<file path="config.mk">
export PLATFORM = sky130hd
export DESIGN_NAME = dff_pipe_n
export DESIGN_NICKNAME = d
export VERILOG_FILES = /design/src/rtl/dff_pipe_n.sv
export SDC_FILE = /design/constraint.sdc
export NUM_CORES = 1
export LEC_CHECK = 0
export CAP_MARGIN = 20
export CORE_MARGIN = 1.5
export CORE_UTILIZATION = 33
export DETAILED_ROUTE_END_ITERATION = 16
export HOLD_SLACK_MARGIN = 0.12
export SYNTH_ARGS = -nofsm -noshare
export SYNTH_HDL_FRONTEND = slang
export SYNTH_SLANG_ARGS = --single-unit
</file>
<file path="constraint.sdc">
create_clock -name clk -period 1.6 [get_ports clk]
set_input_delay 0.48 -clock clk [delete_from_list [all_inputs] [get_ports clk]]
set_output_delay 0.48 -clock clk [all_outputs]
set_load 0.05 [all_outputs]
</file>
<file path="src/rtl/dff_pipe_n.sv">
// dff_pipe_n: elastic register pipeline of DEPTH stages, each WIDTH bits wide with its own valid
// bit. Valid/ready handshake with bubble collapsing: a stage advances when it is empty or the
// stage after it advances, so gaps close up even while the consumer stalls.
//
// Ports:
//   clk        rising-edge clock
//   rst_n      synchronous active-low reset
//   in_valid   producer has data
//   in_ready   stage 0 can accept this cycle (combinational from out_ready)
//   in_data    producer data
//   out_valid  last stage holds data
//   out_ready  consumer accepts this cycle
//   out_data   last stage data (holds its last value when empty)
//   occupancy  number of valid stages, 0..DEPTH
//
// Build option: define DFF_PIPE_SPECIFY_EN to include an annotated specify block with
// state-dependent path delays. Zero-delay behaviour is the same in both builds.

module dff_pipe_n #(
  parameter int unsigned      WIDTH     = 8,
  parameter int unsigned      DEPTH     = 3,
  parameter logic [WIDTH-1:0] RESET_VAL = '0
) (
  input  logic                         clk,
  input  logic                         rst_n,
  input  logic                         in_valid,
  output logic                         in_ready,
  input  logic [WIDTH-1:0]             in_data,
  output logic                         out_valid,
  input  logic                         out_ready,
  output logic [WIDTH-1:0]             out_data,
  output logic [$clog2(DEPTH+1)-1:0]   occupancy
);

  localparam int unsigned OccW = $clog2(DEPTH + 1);

  logic [DEPTH-1:0]            valid_q, valid_d;
  logic [DEPTH-1:0]            adv;
  logic [DEPTH-1:0][WIDTH-1:0] data_q, data_d;
  logic [OccW-1:0]             occ_q, occ_d;

  // Advance chain runs from the output end back to stage 0.
  always_comb begin
    adv = '0;
    adv[DEPTH-1] = ~valid_q[DEPTH-1] | out_ready;
    for (int i = int'(DEPTH) - 2; i >= 0; i--) begin
      adv[i] = ~valid_q[i] | adv[i+1];
    end
  end

  always_comb begin
    valid_d = valid_q;
    data_d  = data_q;
    if (adv[0]) begin
      valid_d[0] = in_valid;
      if (in_valid) data_d[0] = in_data;
    end
    for (int i = 1; i < int'(DEPTH); i++) begin
      if (adv[i]) begin
        valid_d[i] = valid_q[i-1];
        // A bubble moving forward leaves the data register untouched.
        if (valid_q[i-1]) data_d[i] = data_q[i-1];
      end
    end
    occ_d = '0;
    for (int i = 0; i < int'(DEPTH); i++) begin
      occ_d = occ_d + OccW'(valid_d[i]);
    end
  end

  always_ff @(posedge clk) begin
    if (!rst_n) begin
      valid_q <= '0;
      data_q  <= {DEPTH{RESET_VAL}};
      occ_q   <= '0;
    end else begin
      valid_q <= valid_d;
      data_q  <= data_d;
      occ_q   <= occ_d;
    end
  end

  assign in_ready  = adv[0];
  assign out_valid = valid_q[DEPTH-1];
  assign out_data  = data_q[DEPTH-1];
  assign occupancy = occ_q;

`ifdef DFF_PIPE_SPECIFY_EN
  specify
    specparam t_rise = 8:9:10, t_fall = 12:13:14, t_hold_out = 11;
    (clk => out_data) = (t_rise, t_fall);
    if (out_ready) (clk => out_valid) = t_rise;
    if (!out_ready) (clk => out_valid) = t_fall;
    (out_ready *> in_ready) = t_hold_out;
  endspecify
`else
`endif

endmodule

</file>
---- Word level (Yosys, flattened, before mapping) ----
Cells that the tools add are included.
storage, ports and cells
  register bits after elaboration ......... 29
  word-level logic and storage cells ...... 19
  input port bits ......................... 12
operators by class
  $add $sub $neg .......................... 2
  multiplexer cells ....................... 3
  bitwise gates (word level) .............. 6
  reductions and logical operators ........ 3
operator list
  operator              number
  AND reduction 2 bit   3
  2-to-1 mux 1 bit      3
  NOT 1 bit             3
  bitwise OR 1 bit      3
  adder 1 x 1 -> 2 bit  1
  adder 2 x 1 -> 2 bit  1

---- Longest topological paths before layout ----
  depth after elaboration ................. 7
  depth in mapped cells ................... 5

---- Worst setup path after synthesis ----
No wires, ideal clock.
  path type ............................... flip-flop to flip-flop
  from .................................... register valid_q[2]
  to ...................................... register occ_q[0], in the netlist occupancy[0]
  data required time ...................... 1.474 ns
  arrival time ............................ 2.255 ns
  clock period less this slack ............ 2.382 ns
  library setup time ...................... 0.126 ns
  stages on the path, launching flop included .. 5
  path slack .............................. -0.782 ns
  cells stage by stage .................... dfxtp_1 nand4b_1 nor2b_1 fa_1 nor2_1
on the way
  longest elaborated chain between the ends .. 7
  elaborated cells on any way between the ends .. 9
  classes of those cells .................. add/sub (2); mux (3); bitwise (4)
RTL lines
  item                           RTL line  source
  start, declared                37        logic [DEPTH-1:0] valid_q, valid_d;
  start signal, assigned         77        valid_q <= valid_d;
  NOT 1 bit                      45        adv[DEPTH-1] = ~valid_q[DEPTH-1] | out_ready;
  bitwise OR 1 bit               45
  bitwise OR 1 bit (2 in a row)  47        adv[i] = ~valid_q[i] | adv[i+1];
  net in_ready                   27        output logic in_ready,
  2-to-1 mux 1 bit               54        if (adv[0]) begin
  adder 1 x 1 -> 2 bit           67        occ_d = occ_d + OccW'(valid_d[i]);
  adder 2 x 1 -> 2 bit           67
  end signal, assigned           75        occ_q <= '0;
  end signal, assigned           79        occ_q <= occ_d;
  end, declared                  40        logic [OccW-1:0] occ_q, occ_d;
The timed path passes the listed nets, and every way through them passes these cells.
A chain may end at the register's enable or synchronous reset.

---- Worst setup path after layout ----
  from .................................... register valid_q[1]
  to ...................................... output in_ready
on the way
  longest elaborated chain between the ends .. 3
RTL lines
  item                           RTL line
  NOT 1 bit                      47
  bitwise OR 1 bit (2 in a row)  47
  end, declared                  27
No other way between the ends.

==> flow_summary.json <==
{
  "rr_endpoint": "occupancy[0]$_SDFF_PN0_",
  "combPwrFrac_pct": 13.1,
  "worstSetupEndpoint": "in_ready",
  "io_pins": 24,
  "wl_per_cell_um": 10.9,
  "synth.yosys.seq_area_share_pct": 49.8,
  "p_seq_share_pct": 56.5,
  "ys_ff_latch": 29,
  "dp_hpwl_mm": 1.55,
  "crit_fanout": 4,
  "drt-total-wl_mm": 2.18,
  "hold_viol_final": 0,
  "startpoint": "valid_q[1]$_SDFF_PN0_",
  "status": "complete, no violations",
  "cellPowerDensity_nw_per_um2": 807,
  "vdd_drop_max_mv": 0.487,
  "grt-ovfl-total": 0,
  "cts_sinks": 29,
  "cts_tree": "done",
  "firstDrtPassIters": 4,
  "fmax_mhz": 625,
  "numCtsBuffers": 5,
  "initial_utilization_pct": 34.7,
  "crit_type": "flop to output port",
  "tightestPinTransition_ns": 0.395,
  "power_mw": 1.34,
  "numPortBuffers": 23,
  "timing.hold.ws_ns": 0.465,
  "finClkSkew_ns": 0.0121,
  "grt_start_max_net_pins": 18,
  "core_sq_um": 3360,
  "viasPerCell": 4.44,
  "drt_iter0_drc": 9,
  "clkPwrFrac_pct": 30.3,
  "final-setup-viol-count": 0,
  "switching_share_pct": 25.1,
  "place_area_sq_um": 1580,
  "synth_top_area_share_pct": 49.8,
  "die-width_um": 62.4,
  "cts_root_buffer": "clkbuf_4",
  "crit_required_ns": 1.12,
  "post-route-util_pct": 49.4,
  "fp-row-count": 21,
  "rsz0062_at_grt": "true",
  "regArea_sq_um": 589,
  "switchingPower_uw": 337,
  "power.leakage_nw": 0.699,
  "grt_usage_pct": 11.8,
  "syn_area_sq_um": 1170,
  "area_delta_synth_final_pct": 42.6,
  "synthCells": 124,
  "grt_pass1_wl_mm": 3.64,
  "relSlewSlack_pct": 73.6,
  "period_needed_ns": 1.60,
  "route.detailed.drc": 0,
  "synth_area_leaders": "dfxtp_1 50%, mux2i_1 14%, nand2_1 7.7%",
  "internal_power_mw": 1.01,
  "num-fill-cells": 349,
  "synth_top_cell_by_area": "dfxtp_1",
  "clk_transition_reported_paths_ns": 0.09,
  "syn_nets": 137,
  "drive_above_1_share_pct": 27.3,
  "cts_max_level": 2,
  "gp_congestion": 0.702,
  "period_share_pct": 100,
  "antenna_found_initial": 0,
  "hold_depth": 2,
  "r2r_slack_ns": 0.07,
  "multi_input_area_sq_um": 482,
  "crit_arrival_ns": 1.12,
  "die_h_um": 62.4,
  "vias": 887,
  "place_ws_ns": -0.474,
  "synth.avg_cell_area_sq_um": 9.40,
  "r2r_cells": 6,
  "clock_path_buffers": 2,
  "die_area_sq_um": 3900,
  "r2r_start": "valid_q[1]$_SDFF_PN0_",
  "nets": 166,
  "maxCapViolations": 0,
  "diodes": 0,
  "final_area_sq_um": 1660,
  "final_antenna_net_count": 0,
  "synth_cell_types": 19,
  "setup_slack_ns": 0.0000785,
  "final_max_slew_viol_count": 0,
  "critPathLaunchType": "flop",
  "hp-class": "flop to flop",
  "grt_pass1_vias": 896,
  "yosys_warnings": 0,
  "clk-insertion-delay-late_ns": 0.32,
  "cp-end-kind": "output port"
}
==> cell type report <==
cell class                 count  area share, %
clock buffer                   6           2.48
clock inverter                 2          0.602
inverter                       2          0.451
multi-input combinational     78           29.0
sequential                    29           35.4
tap                           46           3.46
timing repair buffer          37           28.6
==> repair_timing <==
action	4_1_cts	5_1_grt
buffers inserted	3	1
endpoints found under the setup margin	2	2
endpoints found under the hold margin	0	0
hold buffers	0	0
gates resized for setup	7	2
pin swaps	0	1
==> sequential cells by signal (all words and copies together) (netlist names) <==
signal,flops
data_q,16
out_data,8
valid_q,3
occupancy,2
==> how the worst min path moves through the flow <==
stage                     slack, ns                      end                    start
final                          0.46  data_q[11]$_SDFFE_PN0P_   data_q[3]$_SDFFE_PN0P_
after global routing           0.50   data_q[8]$_SDFFE_PN0P_   data_q[8]$_SDFFE_PN0P_
after CTS                      0.48   data_q[8]$_SDFFE_PN0P_   data_q[8]$_SDFFE_PN0P_
after detailed placement       0.45  data_q[10]$_SDFFE_PN0P_  data_q[10]$_SDFFE_PN0P_
after global placement         0.45  data_q[14]$_SDFFE_PN0P_  data_q[14]$_SDFFE_PN0P_
after floorplan                0.44  data_q[10]$_SDFFE_PN0P_  data_q[10]$_SDFFE_PN0P_
==> stage by stage <==
stage	setup TNS, ns	cells
finish	0	200
floorplan	-2.50	124
detailed placement	-4.17	188
CTS	0	199
global placement	-3.44	188
global route	-0.0415	200
==> routing by layer <==
layer  up-vias  GRT usage, %  routed length [um]
met4         0          6.67                  37
li1        460             -                   -
met3         4          3.24                  95
met1       406          12.4                 929
met5         -             0                   0
met2        17          21.1                1110
==> power groups by stage <==
stage / sequential, mW / clock (mW) / combinational (mW)
3_5_place_dp: 0.779 / 0 / 0.171
2_1_floorplan: 0.790 / 0 / 0.0767
6_report: 0.758 / 0.407 / 0.176
4_1_cts: 0.759 / 0.419 / 0.176
3_3_place_gp: 0.778 / 0 / 0.168
5_1_grt: 0.762 / 0.463 / 0.190
==> synth_stat cells <==
cell / n
nand3_1: 8
nand2_2: 1
mux2i_1: 16
dfxtp_1: 29
o21ai_0: 8
o21ai_4: 1
nor2b_1: 1
fa_1: 1
a21oi_1: 9
nand2b_1: 1
and2b_2: 1
clkbuf_1: 2
inv_1: 2
buf_4: 9
nand4b_1: 1
buf_2: 2
nand2_1: 24
buf_6: 2
nor2_1: 6
==> cell families (layout without fill, tap and decap cells) <==
| family | Yosys count | after routing | synth area share, % |
|---|---|---|---|
| and+or+nand+nor | 43 | 43 | 16.2 |
| DFF | 29 | 29 | 49.8 |
| adders and majority gates | 1 | 1 | 1.72 |
| AOI/OAI and AO/OA | 18 | 18 | 8.69 |
| muxes | 16 | 16 | 13.7 |
| buffers and inverters | 17 | 47 | 9.87 |
==> layout by cell type, fill, tap and decap left out <==
cell type        count
dfxtp_1             26
buf_4               12
and2b_2              1
clkbuf_4             5
a21oi_1              8
clkdlybuf4s50_1     10
inv_1                2
dfxtp_4              2
o21ai_0              8
buf_2                1
nor2_1               6
buf_12              14
fa_1                 1
nand3_1              8
a21oi_2              1
clkbuf_1             1
nor2b_4              1
clkinv_2             2
dfxtp_2              1
nand2_2              1
nand4b_1             1
nand2_1             24
nand2b_1             1
o21ai_4              1
mux2i_1             16
==> critical path, stage by stage (launching register included) <==
cell      delay (ns)
dfxtp_4         0.37
nand4b_1        0.12
buf_4           0.17
buf_12          0.14
Power figures use the tool's default switching activity.
